$ cat config.mk
export PLATFORM = sky130hd
export DESIGN_NAME = pio_cmd_bridge
export DESIGN_NICKNAME = d
export VERILOG_FILES = /design/src/rtl/pio_cmd_bridge_pkg.sv /design/src/rtl/pio_cmd_bridge_rsp_fifo.sv /design/src/rtl/pio_cmd_bridge.sv
export SDC_FILE = /design/constraint.sdc
export NUM_CORES = 1
export LEC_CHECK = 0
export CORE_ASPECT_RATIO = 1.5
export CORE_MARGIN = 2
export CORE_UTILIZATION = 53
export CTS_CLUSTER_DIAMETER = 60
export CTS_CLUSTER_SIZE = 30
export DETAILED_ROUTE_END_ITERATION = 10
export PLACE_DENSITY = 0.84
export SKIP_LAST_GASP = 1
export SYNTH_ARGS = -nofsm -noshare
export SYNTH_HDL_FRONTEND = slang
export SYNTH_SLANG_ARGS = --single-unit
$ cat constraint.sdc
create_clock -name clk -period 4.3 [get_ports clk]
set_input_delay 0.86 -clock clk [delete_from_list [all_inputs] [get_ports clk]]
set_output_delay 0.86 -clock clk [all_outputs]
set_load 0.02 [all_outputs]
$ cat src/rtl/pio_cmd_bridge_pkg.sv
// Shared types and derived-width helpers for the HPS PIO command bridge.
package pio_bridge_pkg;

    typedef enum logic [1:0] {
        IDLE,
        ISSUE,
        WAIT_RSP,
        PUSH
    } state_e;

    // Status bit positions, counted down from the MSB of hps_rsp.
    localparam int RSP_NE_BIT   = 0;
    localparam int RSP_ERR_BIT  = 1;
    localparam int RSP_BUSY_BIT = 2;

    function automatic int ch_w(input int num_ch);
        return (num_ch > 1) ? $clog2(num_ch) : 1;
    endfunction

    function automatic int pay_w(input int cmd_w, input int num_ch);
        return cmd_w - 1 - ch_w(num_ch);
    endfunction

    function automatic int data_w(input int rsp_w);
        return rsp_w - 3;
    endfunction

endpackage

$ cat src/rtl/pio_cmd_bridge_rsp_fifo.sv
// Synchronous response FIFO; pointers carry one extra wrap bit to tell full from empty.
module rsp_fifo #(
    parameter int WIDTH = 29,
    parameter int DEPTH = 4
) (
    input  logic             clk,
    input  logic             reset,
    input  logic             push,
    input  logic             pop,
    input  logic [WIDTH-1:0] din,
    output logic [WIDTH-1:0] dout,
    output logic             full,
    output logic             empty
);

    localparam int AW = $clog2(DEPTH);
    localparam logic [AW:0] PTR_ONE = 1;

    logic [AW:0]      wr_ptr_q, wr_ptr_d;
    logic [AW:0]      rd_ptr_q, rd_ptr_d;
    logic [WIDTH-1:0] mem_q [DEPTH];
    logic             do_push, do_pop;

    always_comb begin
        empty   = (wr_ptr_q == rd_ptr_q);
        full    = (wr_ptr_q[AW] != rd_ptr_q[AW]) && (wr_ptr_q[AW-1:0] == rd_ptr_q[AW-1:0]);
        do_pop  = pop && !empty;
        // A pop frees the head slot in the same cycle, so a full FIFO can still accept.
        do_push = push && (!full || do_pop);
        wr_ptr_d = do_push ? wr_ptr_q + PTR_ONE : wr_ptr_q;
        rd_ptr_d = do_pop  ? rd_ptr_q + PTR_ONE : rd_ptr_q;
        dout     = empty ? '0 : mem_q[rd_ptr_q[AW-1:0]];
    end

    always_ff @(posedge clk) begin
        if (reset) begin
            wr_ptr_q <= '0;
            rd_ptr_q <= '0;
        end else begin
            wr_ptr_q <= wr_ptr_d;
            rd_ptr_q <= rd_ptr_d;
        end
    end

    always_ff @(posedge clk) begin
        if (do_push) begin
            mem_q[wr_ptr_q[AW-1:0]] <= din;
        end
    end

endmodule

$ cat src/rtl/pio_cmd_bridge.sv
// Toggle-framed HPS command dispatcher to NUM_CH accelerator channels with a
// response FIFO drained by an HPS ack toggle.
module pio_cmd_bridge
    import pio_bridge_pkg::*;
#(
    parameter int CMD_W     = 20,
    parameter int RSP_W     = 32,
    parameter int NUM_CH    = 4,
    parameter int RSP_DEPTH = 4,
    parameter int TIMEOUT   = 1024,
    localparam int CH_W     = ch_w(NUM_CH),
    localparam int PAY_W    = pay_w(CMD_W, NUM_CH),
    localparam int DATA_W   = data_w(RSP_W)
) (
    input  logic                     clk,
    input  logic                     reset,
    input  logic [CMD_W-1:0]         hps_cmd,
    input  logic                     hps_ack,
    output logic [RSP_W-1:0]         hps_rsp,
    output logic [NUM_CH-1:0]        ch_req_valid,
    output logic [PAY_W-1:0]         ch_req_data,
    input  logic [NUM_CH-1:0]        ch_req_ready,
    input  logic [NUM_CH-1:0]        ch_rsp_valid,
    input  logic [NUM_CH*DATA_W-1:0] ch_rsp_data
);

    localparam int CNT_W = $clog2(TIMEOUT + 1);

    logic [CMD_W-1:0]  cmd_q, cmd_d;
    logic              ack_q, ack_d;
    logic              prev_req_q, prev_req_d;
    logic              prev_ack_q, prev_ack_d;

    state_e            state_q;
    logic [CH_W-1:0]   ch_q;
    logic [PAY_W-1:0]  pay_q;
    logic [NUM_CH-1:0] req_valid_q;
    logic [DATA_W-1:0] rsp_q;
    logic              err_q;
    logic [CNT_W-1:0]  cnt_q;

    logic              req_edge, ack_edge, busy, cmd_ch_ok, timed_out, push_ok;
    logic [CH_W-1:0]   cmd_ch;
    logic [PAY_W-1:0]  cmd_pay;
    logic [DATA_W-1:0] fifo_dout;
    logic              fifo_full, fifo_empty;

    // Toggle history loads the live input during reset so a held level is not an edge.
    always_comb begin
        cmd_d      = hps_cmd;
        ack_d      = hps_ack;
        prev_req_d = reset ? hps_cmd[CMD_W-1] : cmd_q[CMD_W-1];
        prev_ack_d = reset ? hps_ack : ack_q;
        req_edge   = (cmd_q[CMD_W-1] != prev_req_q);
        ack_edge   = (ack_q != prev_ack_q);
        cmd_ch     = cmd_q[CMD_W-2 -: CH_W];
        cmd_pay    = cmd_q[PAY_W-1:0];
        cmd_ch_ok  = (int'(cmd_ch) < NUM_CH);
        busy       = (state_q != IDLE);
        timed_out  = (cnt_q >= CNT_W'(TIMEOUT - 1));
        push_ok    = !fifo_full || ack_edge;
    end

    always_ff @(posedge clk) begin
        cmd_q      <= cmd_d;
        ack_q      <= ack_d;
        prev_req_q <= prev_req_d;
        prev_ack_q <= prev_ack_d;
    end

    always_ff @(posedge clk) begin
        if (reset) begin
            state_q     <= IDLE;
            ch_q        <= '0;
            pay_q       <= '0;
            req_valid_q <= '0;
            rsp_q       <= '0;
            err_q       <= 1'b0;
            cnt_q       <= '0;
        end else begin
            case (state_q)
                IDLE: begin
                    if (req_edge) begin
                        if (cmd_ch_ok) begin
                            ch_q        <= cmd_ch;
                            pay_q       <= cmd_pay;
                            err_q       <= 1'b0;
                            cnt_q       <= '0;
                            req_valid_q <= NUM_CH'(1) << cmd_ch;
                            state_q     <= ISSUE;
                        end else begin
                            err_q <= 1'b1;
                        end
                    end
                end
                ISSUE: begin
                    if (ch_req_ready[ch_q]) begin
                        req_valid_q <= '0;
                        cnt_q       <= cnt_q + CNT_W'(1);
                        state_q     <= WAIT_RSP;
                    end else if (timed_out) begin
                        req_valid_q <= '0;
                        err_q       <= 1'b1;
                        state_q     <= IDLE;
                    end else begin
                        cnt_q <= cnt_q + CNT_W'(1);
                    end
                end
                WAIT_RSP: begin
                    if (ch_rsp_valid[ch_q]) begin
                        rsp_q   <= ch_rsp_data[int'(ch_q)*DATA_W +: DATA_W];
                        state_q <= PUSH;
                    end else if (timed_out) begin
                        err_q   <= 1'b1;
                        state_q <= IDLE;
                    end else begin
                        cnt_q <= cnt_q + CNT_W'(1);
                    end
                end
                PUSH: begin
                    if (push_ok) begin
                        state_q <= IDLE;
                    end
                end
                default: state_q <= IDLE;
            endcase
            if (req_edge && state_q != IDLE) begin
                err_q <= 1'b1;
            end
        end
    end

    rsp_fifo #(
        .WIDTH(DATA_W),
        .DEPTH(RSP_DEPTH)
    ) u_rsp_fifo (
        .clk  (clk),
        .reset(reset),
        .push (state_q == PUSH),
        .pop  (ack_edge),
        .din  (rsp_q),
        .dout (fifo_dout),
        .full (fifo_full),
        .empty(fifo_empty)
    );

    always_comb begin
        hps_rsp                           = '0;
        hps_rsp[RSP_W-1-RSP_NE_BIT]       = !fifo_empty;
        hps_rsp[RSP_W-1-RSP_ERR_BIT]      = err_q;
        hps_rsp[RSP_W-1-RSP_BUSY_BIT]     = busy;
        hps_rsp[DATA_W-1:0]               = fifo_dout;
        ch_req_valid                      = req_valid_q;
        ch_req_data                       = pay_q;
    end

endmodule

==> metrics.yaml <==
post_cts_resized: 0
wl_per_cell_um: 19.2
first_iter_violations: 319
first_pass_iters: 5
worst_pin_slew_ps: 1150
dp_hpwl_mm: 13.9
drv_cap: 0
crit_type: "register to output port"
min_period_ps: 3620
max_freq_ghz: 0.276
tns_ps: 0
grt.overflow.total: 0
viasPerCell: 5.68
initial_core_util: 0.539
setup-violations-final: 0
root_buffer: "clkbuf_16"
path_cells: "xnor2_1 > and3b_1 > buf_4 > nor2b_1 > clkdlybuf4s50_1"
numCtsBuffers: 11
via_count: 5809
synthCells: 627
die_x_um: 109
design_power_total_mw: 3.80
diodes: 0
synth-xor-area-share: 0.00907
ant_nets: 0
cts_buffer_depth: 3
antenna_found_initial: 0
drv_slew: 0
netlist_top_cells_area: "edfxtp_1, dfxtp_1, mux4_2"
wirelength_mm: 19.6
final_layout_size_suffix_gt1_frac: 0.126
nFillCells: 1163
synth_mux_area_frac: 0.164
chipHeight_um: 161
grt_max_degree: 47
synth_compound_area_frac: 0.0684
powerDensity_nw_per_um2: 339
die_area_sq_um: 17500
status: "finished clean"
crit_required_ps: 3440
synth_fp_nets: 784
hold_violations: 0
clock_skew_ps: 13.0
portBuffers: 199
ys_ff_latch: 213
synth_area_sq_um: 8690
cp_slowest_stage_delay_ps: 700
grt_usage: 0.227
synth_top_family_by_area: "multiplexers"
power.leakage_nw: 3.87
start_kind: "register"
synth_top_cell_by_area: "edfxtp_1"
synth_ff_type: "edfxtp_1"
hold_path_class: "register to register"
cts_hold_buf: 0
clock-sinks: 213
rsz0062_at_grt: "no"
gp_congestion: 0.839
syn_area_per_cell_sq_um: 13.9
fin_crit_sh: 0.843
clock_latency_ps: 460
rows: 57
area_growth_pct: 28.8
nNetsFinal: 970
grt_pass1_vias: 6195
synth-simple-area-share: 0.0965
cts_tree: "built"
yosys.area.top_type_share: 0.401
synth_edf_count: 116
path_max_fanout: 17
critPathArrivalTime_ps: 2760
vdd_drop_max_v: 0.000339
yosysUniqueCellTypes: 49
drc: 0
ys_warn_count: 0
async_flop_share: 0
slowest_stage: "and3b_1"
coreArea_sq_um: 16100
cts_setup_buffers: 0
clkTransAtPathRegs_ps: 100
grt_pass1_wl_mm: 30.9
io_pins: 200
worstSetupEndpointType: "output port"
slew_headroom: 0.233
yosysSeqAreaShare: 0.624
synthAdderAreaFrac: 0.0144
htreeDepth: 1
-- worst paths after layout --
| kind | slack [ps] | to | start | cells after the start |
|---|---|---|---|---|
| setup reg to reg | 1550 | cnt_q[5] | ch_q[0] | 5 |
| setup / recovery | 680 | hps_rsp[10] | u_rsp_fifo.wr_ptr_q[0] | 5 |
| hold reg to reg | 440 | ch_req_data[5] | cmd_q[5] | 2 |
| hold / removal | 440 | ch_req_data[5] | cmd_q[5] | 2 |
-- per-stage QoR --
stage	hold slack [ps]	worst slack, ps	util	std cells	cell area (sq um)
final	439	676	0.694	1023	11200
after detailed placement	428	1120	0.674	1006	10900
after global routing	463	500	0.694	1023	11200
after floorplan	417	1810	-	627	8690
after CTS	441	641	0.694	1023	11200
after global placement	419	1170	0.674	1006	10900
-- cell usage in the layout, fill, tap and decap left out, types with 10 or more instances in the layout --
cell,instances
mux4_2,60
inv_1,10
nor2_1,17
clkdlybuf4s50_1,198
edfxtp_1,116
nand2_1,107
dfxtp_1,94
clkbuf_16,11
ha_1,10
nor2b_1,30
a21oi_1,63
buf_4,13
-- kinds of logic after synthesis --
kind of cell	Yosys count
flip-flops	213
AND/OR/NAND/NOR	183
AO/OA/AOI/OAI	96
multiplexers	67
buffers and inverters	49
adder cells (fa/ha/maj)	10
XOR/XNOR	9
-- flip-flops by register name (all words and copies together) (netlist names), 2 cells and up, named ones only --
register and flops:
state_q 2, ch_req_valid 4, rsp_q 29, cmd_q 20
ch_q 2, cnt_q 11, u_rsp_fifo.rd_ptr_q 3, u_rsp_fifo.wr_ptr_q 3
u_rsp_fifo.mem_q 116, ch_req_data 17
-- layer usage --
layer / up-vias / track usage / share of wire
met4: 0 / 0.0740 / 0.024
li1: 2683 / - / -
met3: 33 / 0.0365 / 0.065
met1: 2865 / 0.252 / 0.35
met2: 228 / 0.431 / 0.56
met5: - / 0 / 0
-- synth_stat cells, types with 2 or more instances --
cell type and number:
nand2b_1 4, ha_1 10, nor2_1 17, o21ai_0 7, nor3b_1 2, clkbuf_1 33
buf_4 3, buf_2 2, inv_1 10, mux2i_1 5, a31o_2 2, xnor2_1 7
edfxtp_1 116, nand2_1 107, mux4_2 60, dfxtp_1 97, nand3_1 6, and2_1 7
a21oi_1 63, xor2_1 2, a311oi_1 3, a21o_1 2, and3_1 4, mux2_2 2
a41oi_1 3, nor2b_1 30
-- critical path: cells and delay by family, from the launching register on --
family	cells	cell delay (ps)
xor gates and xnor gates	1	190
DFF	1	460
buffers and inverters	2	870
and+or+nand+nor	2	780
-- cell type report --
class,count,area (sq um),share of cell area
Tap cell,206,258,0.0230
Clock inverter,3,33.8,0.00302
Multi-Input combinational cell,365,3060,0.274
Timing Repair Buffer,212,2080,0.186
Clock buffer,14,287,0.0256
Sequential cell,213,5430,0.485
Inverter,10,37.5,0.00335
-- power by group --
part / leakage [nW] / total (mW) / internal, mW / switching (mW)
Sequential: 2.06 / 2.20 / 2.16 / 0.0314
Combinational: 1.65 / 0.504 / 0.283 / 0.221
Clock: 0.155 / 1.10 / 0.490 / 0.605
Note: power is estimated with default switching activity, not from simulation.
